## src/rtl/mio_pkg.sv

```systemverilog
// Shared definitions for the memory/IO responder: region codes, IO offsets,
// FSM encoding and the address decode helpers.
package mio_pkg;

    localparam logic [3:0]  REG_RAM  = 4'h0;
    localparam logic [3:0]  REG_SW   = 4'hE;
    localparam logic [3:0]  REG_IO   = 4'hF;

    localparam logic [27:0] OFF_LED  = 28'h0;
    localparam logic [27:0] OFF_CNT  = 28'h4;
    localparam logic [27:0] OFF_CTRL = 28'h8;

    typedef enum logic [1:0] {
        IDLE = 2'd0,
        WAIT = 2'd1,
        DONE = 2'd2
    } state_t;

    typedef enum logic [1:0] {
        SEL_RAM,
        SEL_SW,
        SEL_IO,
        SEL_NONE
    } sel_t;

    // Regions 0x0-0x7 all map to RAM, so only the top bit is significant there.
    function automatic sel_t decode_region(input logic [3:0] region);
        if (region[3] == REG_RAM[3]) return SEL_RAM;
        if (region == REG_SW)        return SEL_SW;
        if (region == REG_IO)        return SEL_IO;
        return SEL_NONE;
    endfunction

    function automatic logic off_match(input logic [25:0] word_off, input logic [27:0] off);
        return word_off == off[27:2];
    endfunction

endpackage

```

## src/rtl/mio_timer.sv

```systemverilog
// Down-counter peripheral with enable and a sticky zero-reached flag.
// Latency: register writes take effect on the strobe edge; no backpressure.
// Count saturates at zero; a load beats a decrement, an irq set beats a clear.
module mio_timer
    import mio_pkg::*;
(
    input  logic        clk,
    input  logic        reset,
    input  logic        load_vld,
    input  logic [31:0] load_dat,
    input  logic        ctrl_vld,
    input  logic [1:0]  ctrl_dat,
    output logic [31:0] count,
    output logic        cnt_en,
    output logic        cnt_irq
);

    logic [31:0] count_q, count_d;
    logic        en_q, en_d;
    logic        irq_q, irq_d;

    always_comb begin
        count_d = count_q;
        en_d    = en_q;
        irq_d   = irq_q;
        if (ctrl_vld) begin
            en_d = ctrl_dat[0];
            if (ctrl_dat[1]) irq_d = 1'b0;
        end
        if (load_vld) begin
            count_d = load_dat;
        end else if (en_q && count_q != 32'd0) begin
            count_d = count_q - 32'd1;
            if (count_q == 32'd1) irq_d = 1'b1;
        end
    end

    always_ff @(posedge clk or negedge reset) begin
        if (!reset) begin
            count_q <= 32'd0;
            en_q    <= 1'b0;
            irq_q   <= 1'b0;
        end else begin
            count_q <= count_d;
            en_q    <= en_d;
            irq_q   <= irq_d;
        end
    end

    assign count   = count_q;
    assign cnt_en  = en_q;
    assign cnt_irq = irq_q;

endmodule

```

## src/rtl/mio_bus_responder.sv

```systemverilog
// Memory/IO responder: decodes CPU requests to RAM, switches, LED and timer.
// Latency: peripheral ready one edge after sampling, RAM ready RAM_WAIT+1 edges after.
// Request is level-held by the CPU until mio_ready; inputs are ignored outside IDLE.
module mio_bus_responder
    import mio_pkg::*;
#(
    parameter int RAM_AW   = 10,
    parameter int RAM_WAIT = 2
) (
    input  logic              clk,
    input  logic              reset,
    input  logic              mem_r,
    input  logic              mem_w,
    input  logic [31:0]       addr_bus,
    input  logic [31:0]       data_from_cpu,
    output logic [31:0]       data_to_cpu,
    output logic              mio_ready,
    output logic [RAM_AW-1:0] ram_addr,
    output logic [31:0]       ram_din,
    output logic              ram_we,
    input  logic [31:0]       ram_dout,
    input  logic [15:0]       sw_in,
    output logic [15:0]       led_out,
    output logic              cnt_irq
);

    localparam logic [3:0] WCNT_INIT = 4'(RAM_WAIT - 1);

    state_t            state_q, state_d;
    logic [3:0]        wcnt_q, wcnt_d;
    sel_t              sel_q, sel_d;
    logic [25:0]       off_q, off_d;
    logic              dir_q, dir_d;
    logic [RAM_AW-1:0] ram_addr_q, ram_addr_d;
    logic [31:0]       wdat_q, wdat_d;
    logic [31:0]       rdat_q, rdat_d;
    logic [15:0]       led_q, led_d;

    sel_t        sel_in;
    logic [31:0] rd_mux;
    logic        io_wr;
    logic [31:0] t_count;
    logic        t_en;
    logic        t_irq;
    logic        unused_addr;

    assign unused_addr = ^addr_bus[1:0];
    assign sel_in      = decode_region(addr_bus[31:28]);

    // Peripheral read data is taken at the sampling edge, so it is ready in DONE.
    always_comb begin
        rd_mux = 32'd0;
        case (sel_in)
            SEL_SW: rd_mux = {16'd0, sw_in};
            SEL_IO: begin
                if (off_match(addr_bus[27:2], OFF_LED))       rd_mux = {16'd0, led_q};
                else if (off_match(addr_bus[27:2], OFF_CNT))  rd_mux = t_count;
                else if (off_match(addr_bus[27:2], OFF_CTRL)) rd_mux = {30'd0, t_irq, t_en};
            end
            default: rd_mux = 32'd0;
        endcase
    end

    always_comb begin
        state_d    = state_q;
        wcnt_d     = wcnt_q;
        sel_d      = sel_q;
        off_d      = off_q;
        dir_d      = dir_q;
        ram_addr_d = ram_addr_q;
        wdat_d     = wdat_q;
        rdat_d     = rdat_q;
        led_d      = led_q;
        case (state_q)
            IDLE: begin
                if (mem_r || mem_w) begin
                    sel_d  = sel_in;
                    off_d  = addr_bus[27:2];
                    dir_d  = mem_w;
                    wdat_d = data_from_cpu;
                    if (sel_in == SEL_RAM) begin
                        ram_addr_d = addr_bus[RAM_AW+1:2];
                        wcnt_d     = WCNT_INIT;
                        state_d    = WAIT;
                    end else begin
                        if (!mem_w) rdat_d = rd_mux;
                        state_d = DONE;
                    end
                end
            end
            WAIT: begin
                if (wcnt_q == 4'd0) begin
                    if (!dir_q) rdat_d = ram_dout;
                    state_d = DONE;
                end else begin
                    wcnt_d = wcnt_q - 4'd1;
                end
            end
            DONE: begin
                if (io_wr && off_match(off_q, OFF_LED)) led_d = wdat_q[15:0];
                state_d = IDLE;
            end
            default: state_d = IDLE;
        endcase
    end

    always_ff @(posedge clk or negedge reset) begin
        if (!reset) begin
            state_q    <= IDLE;
            wcnt_q     <= 4'd0;
            sel_q      <= SEL_NONE;
            off_q      <= 26'd0;
            dir_q      <= 1'b0;
            ram_addr_q <= '0;
            wdat_q     <= 32'd0;
            rdat_q     <= 32'd0;
            led_q      <= 16'd0;
        end else begin
            state_q    <= state_d;
            wcnt_q     <= wcnt_d;
            sel_q      <= sel_d;
            off_q      <= off_d;
            dir_q      <= dir_d;
            ram_addr_q <= ram_addr_d;
            wdat_q     <= wdat_d;
            rdat_q     <= rdat_d;
            led_q      <= led_d;
        end
    end

    assign io_wr = (state_q == DONE) && dir_q && (sel_q == SEL_IO);

    mio_timer u_timer (
        .clk      (clk),
        .reset    (reset),
        .load_vld (io_wr && off_match(off_q, OFF_CNT)),
        .load_dat (wdat_q),
        .ctrl_vld (io_wr && off_match(off_q, OFF_CTRL)),
        .ctrl_dat (wdat_q[1:0]),
        .count    (t_count),
        .cnt_en   (t_en),
        .cnt_irq  (t_irq)
    );

    // The wait counter starts at its init value, so that value marks the first WAIT cycle.
    assign ram_we      = (state_q == WAIT) && dir_q && (wcnt_q == WCNT_INIT);
    assign mio_ready   = (state_q == DONE);
    assign ram_addr    = ram_addr_q;
    assign ram_din     = wdat_q;
    assign data_to_cpu = rdat_q;
    assign led_out     = led_q;
    assign cnt_irq     = t_irq;

endmodule
```

## config.mk

```make
export PLATFORM = sky130hd
export DESIGN_NAME = mio_bus_responder
export DESIGN_NICKNAME = d
export VERILOG_FILES = /design/src/rtl/mio_pkg.sv /design/src/rtl/mio_timer.sv /design/src/rtl/mio_bus_responder.sv
export SDC_FILE = /design/constraint.sdc
export NUM_CORES = 1
export LEC_CHECK = 0
export ABC_AREA = 1
export CORE_MARGIN = 2
export CORE_UTILIZATION = 50
export DETAILED_ROUTE_END_ITERATION = 12
export PLACE_DENSITY = 0.87
export SLEW_MARGIN = 10
export SYNTH_ARGS = -nofsm -noshare
export SYNTH_HDL_FRONTEND = slang
export SYNTH_SLANG_ARGS = --single-unit
```

## constraint.sdc

```tcl
create_clock -name clk -period 2.1 [get_ports clk]
set_clock_uncertainty 0.05 [all_clocks]
set_input_delay 0.21 -clock clk [delete_from_list [all_inputs] [get_ports clk]]
set_output_delay 0.21 -clock clk [all_outputs]
set_load 0.05 [all_outputs]
```

==> run summary <==
================================================================================
Remaining design rule violation count                                          0
Area enclosed by the die boundary                                      18100 um2
Setup repair after global routing missed its margin                        false
Tightest Hold Check Type                                                  in2reg
Maximum achievable frequency                                           0.492 GHz
Mean area per synthesized cell                                          7.37 um2
Detailed placer's ending HPWL                                           18000 um
Floorplan row count                                                           47
Antenna violations before repair                                               0
Number of register bits inferred by synthesis                                159
Largest stage delay, worst path                                          0.86 ns
Final net count                                                             1502
H-tree levels                                                                  4
Die Span X                                                                134 um
Top-level port count                                                         209
Worst-Skew Late Latency                                                  0.43 ns
Buffers on Ports                                                             206
Synth top area cells                                                sky130_fd_sc_hd__dfrtp_1, sky130_fd_sc_hd__nand2_1, sky130_fd_sc_hd__nor2_1, sky130_fd_sc_hd__nand3_1, sky130_fd_sc_hd__inv_1
Part of the power in registers                                             32.0%
Antenna fix cells                                                              0
Clk pin slew, worst setup/hold paths                                     0.06 ns
Initial cell density of the core                                           51.3%
Proportion of total power due to net switching                             45.2%
Syn nets                                                                    1276
Worst supply voltage drop on vdd                                          945 uV
Placement-stage cell area                                              11100 um2
Root buffer cell                                                    sky130_fd_sc_hd__clkbuf_16
Detail Route Antenna Nets                                                      0
Number of max-slew violations in the final report                              0
Register area share after synthesis                                        46.8%
Starting DRT DRC Count                                                       735
Setup violation total in the final timing report                               0
Maxcap violations                                                              0
List of most frequent post-synthesis cells                          sky130_fd_sc_hd__nand2_1, sky130_fd_sc_hd__dfrtp_1, sky130_fd_sc_hd__nor2_1, sky130_fd_sc_hd__inv_1, sky130_fd_sc_hd__nand3_1
Core Region                                                            16600 um2
Detailed-route wire length per cell                                      15.5 um
Crit Path Max Fanout                                                           4
Pre-CTS setup slack                                                    -0.157 ns
Chain of cells forming the critical path                            clkdlybuf4s50_1
Clk sinks                                                                    159
Slew of the pin with the lowest slew margin                             0.634 ns
Number of global-route vias before repair                                   8241
Required @ worst endpoint                                                1.84 ns
CP top delay family                                                 buffers and inverters
Type of the worst setup path                                             reg2out
Average via count per standard cell                                         5.29
Routed Wire Length                                                      25100 um
Critical path startpoint category                                      flip-flop
Worst-path cell with the longest stage delay                        sky130_fd_sc_hd__clkdlybuf4s50_1
Hold Vio Cnt, Final                                                            0
Synthesized instance count                                                  1155
Number of enable flip-flop cells after synthesis                               0
Clock share of power                                                       20.3%
Global-route wire length before repair                                  40500 um
Power per standard cell area                                         1300 nW/um2
Fraction of synthesized cell area taken by the top area cell type          46.2%
Most common flop cell mapped by yosys                               sky130_fd_sc_hd__dfrtp_1
Netlist Area Pre-Place                                                  8510 um2
CTS tree                                                                     yes
Combined global-route utilization of all metal layers                      28.2%
Growth of design area from synthesis to finish                             37.9%
Count of fill cells added during filler insertion                           1325
Leakage component of the power                                           5.77 nW
Layout cell share with drive strength beyond 1                             8.82%
Buffers & Inverters on Critical Path                                           1
Final global-route overflow total                                              0
Gp weighted congestion                                                     0.895
Kind of end point of the critical path                                output pin
Detailed Routing Iterations Pass 1                                             7
Post-route cell area                                                   11700 um2
Maximum count of clock buffers along a single path                             2
Library cells used by synthesis                                               37
Critical Path AT                                                         1.77 ns
Async set-reset flop share out of synthesis                                 100%
Cell taking the most area after synthesis                           sky130_fd_sc_hd__dfrtp_1
DR vias                                                                     8539
Slew headroom                                                              57.7%
Maximum number of pins on one net before global-route repair                  69
Part of the power in combinational logic                                   47.7%
Height of the chip                                                        134 um
Fraction of the cycle the final worst path needs                           96.8%
Internal power                                                           8.35 mW
Num CTS Buffers                                                               17
Status                                                              finished clean
Worst R2R Setup Slack                                                    0.17 ns
Final setup margin                                                     0.0668 ns
Sw power                                                                 6.88 mW
Yosys warning total                                                            0
Top-count cell post-synth                                           sky130_fd_sc_hd__nand2_1
Post-layout minimum cycle time                                           2.03 ns
================================================================================
## cells by family after synthesis
| family | Yosys count | share of synthesized area, % |
|---|---|---|
| AOI/OAI and AO/OA | 104 | 6.34 |
| xor gates and xnor gates | 26 | 2.68 |
| adders and majority gates | 5 | 0.735 |
| buffers and inverters | 146 | 7.44 |
| DFF | 159 | 46.8 |
| and+or+nand+nor | 715 | 36.0 |
## area by class of cell
cell class	instances	area (um2)	area share [%]
Sequential cell	159	3980	33.9
Tap cell	220	275	2.35
Multi-Input combinational cell	851	3910	33.3
Clock inverter	11	131	1.12
Inverter	92	345	2.94
Timing Repair Buffer	260	2630	22.4
Clock buffer	21	460	3.92
## state kept, by name, summed over array words and instances, names as in the netlist, 2 cells and up
signal	count
state_q	2
sel_q	2
ram_addr	10
led_out	16
wcnt_q	4
ram_din	32
u_timer.count	32
off_q	26
data_to_cpu	32
## per-stage QoR
step                      utilization (%)  hold slack (ns)  instances  power (mW)  TNS, ns
after floorplan                         -           -0.136       1155        9.51        0
after global routing                 70.8            0.267       1614        16.1        0
final                                70.8            0.260       1614        15.2        0
after global placement               67.0            0.185       1580        11.9   -0.754
after CTS                            70.6            0.245       1613        15.3        0
after detailed placement             67.0            0.199       1580        12.1    -1.92
## metal layers
| metal | GRT usage (%) | wire, um | vias up |
|---|---|---|---|
| met5 | 0 | 0 | - |
| met4 | 8.36 | 433 | 0 |
| met3 | 5.78 | 2150 | 42 |
| met2 | 45.7 | 11800 | 378 |
| met1 | 38.5 | 10700 | 3988 |
| li1 | - | - | 4131 |
## cell usage in the layout, fill, tap and decap left out, types with 5 or more instances in the layout
cell type / instances
sky130_fd_sc_hd__a21oi_1: 35
sky130_fd_sc_hd__buf_12: 13
sky130_fd_sc_hd__buf_4: 41
sky130_fd_sc_hd__clkbuf_16: 17
sky130_fd_sc_hd__clkdlybuf4s50_1: 203
sky130_fd_sc_hd__dfrtp_1: 157
sky130_fd_sc_hd__ha_1: 5
sky130_fd_sc_hd__inv_1: 89
sky130_fd_sc_hd__nand2_1: 407
sky130_fd_sc_hd__nand2_2: 10
sky130_fd_sc_hd__nand3_1: 81
sky130_fd_sc_hd__nand4_1: 46
sky130_fd_sc_hd__nor2_1: 136
sky130_fd_sc_hd__nor2_2: 10
sky130_fd_sc_hd__nor2_4: 5
sky130_fd_sc_hd__nor3_1: 6
sky130_fd_sc_hd__o21ai_0: 57
sky130_fd_sc_hd__o21ai_1: 7
sky130_fd_sc_hd__xnor2_1: 6
sky130_fd_sc_hd__xor2_1: 20
## timing repair
| action | in CTS | in global routing |
|---|---|---|
| buffers inserted | 0 | 0 |
| resized for setup | 0 | 5 |
| hold buffers | 1 | 0 |
| endpoints found under the setup margin | 0 | 32 |
| hold endpoints to repair | 56 | 0 |
## power by group through the flow
| stage | clock, mW | combinational (mW) | sequential, mW |
|---|---|---|---|
| after floorplan | 0 | 2.50 | 7.01 |
| after global placement | 0 | 7.07 | 4.87 |
| final | 3.09 | 7.26 | 4.88 |
| after CTS | 3.13 | 7.29 | 4.87 |
| after global routing | 3.27 | 7.82 | 4.99 |
| after detailed placement | 0 | 7.23 | 4.90 |
## worst paths after layout
check	from	endpoint	cells past startpoint
worst max register to register	u_timer.count[2]$_DFFE_PN0P_	u_timer.count[31]$_DFFE_PN0P_	8
worst min-delay path	data_from_cpu[17]	ram_din[17]$_DFFE_PN0P_	3
min in group asynchronous	reset	data_to_cpu[29]$_DFFE_PN0P_	2
worst min register to register	data_to_cpu[2]$_DFFE_PN0P_	data_to_cpu[2]$_DFFE_PN0P_	2
max in group asynchronous	reset	sel_q[0]$_DFFE_PN1P_	3
worst max-delay path	ram_din[15]$_DFFE_PN0P_	ram_din[15]	1
Note: power is estimated with default switching activity, not from simulation.
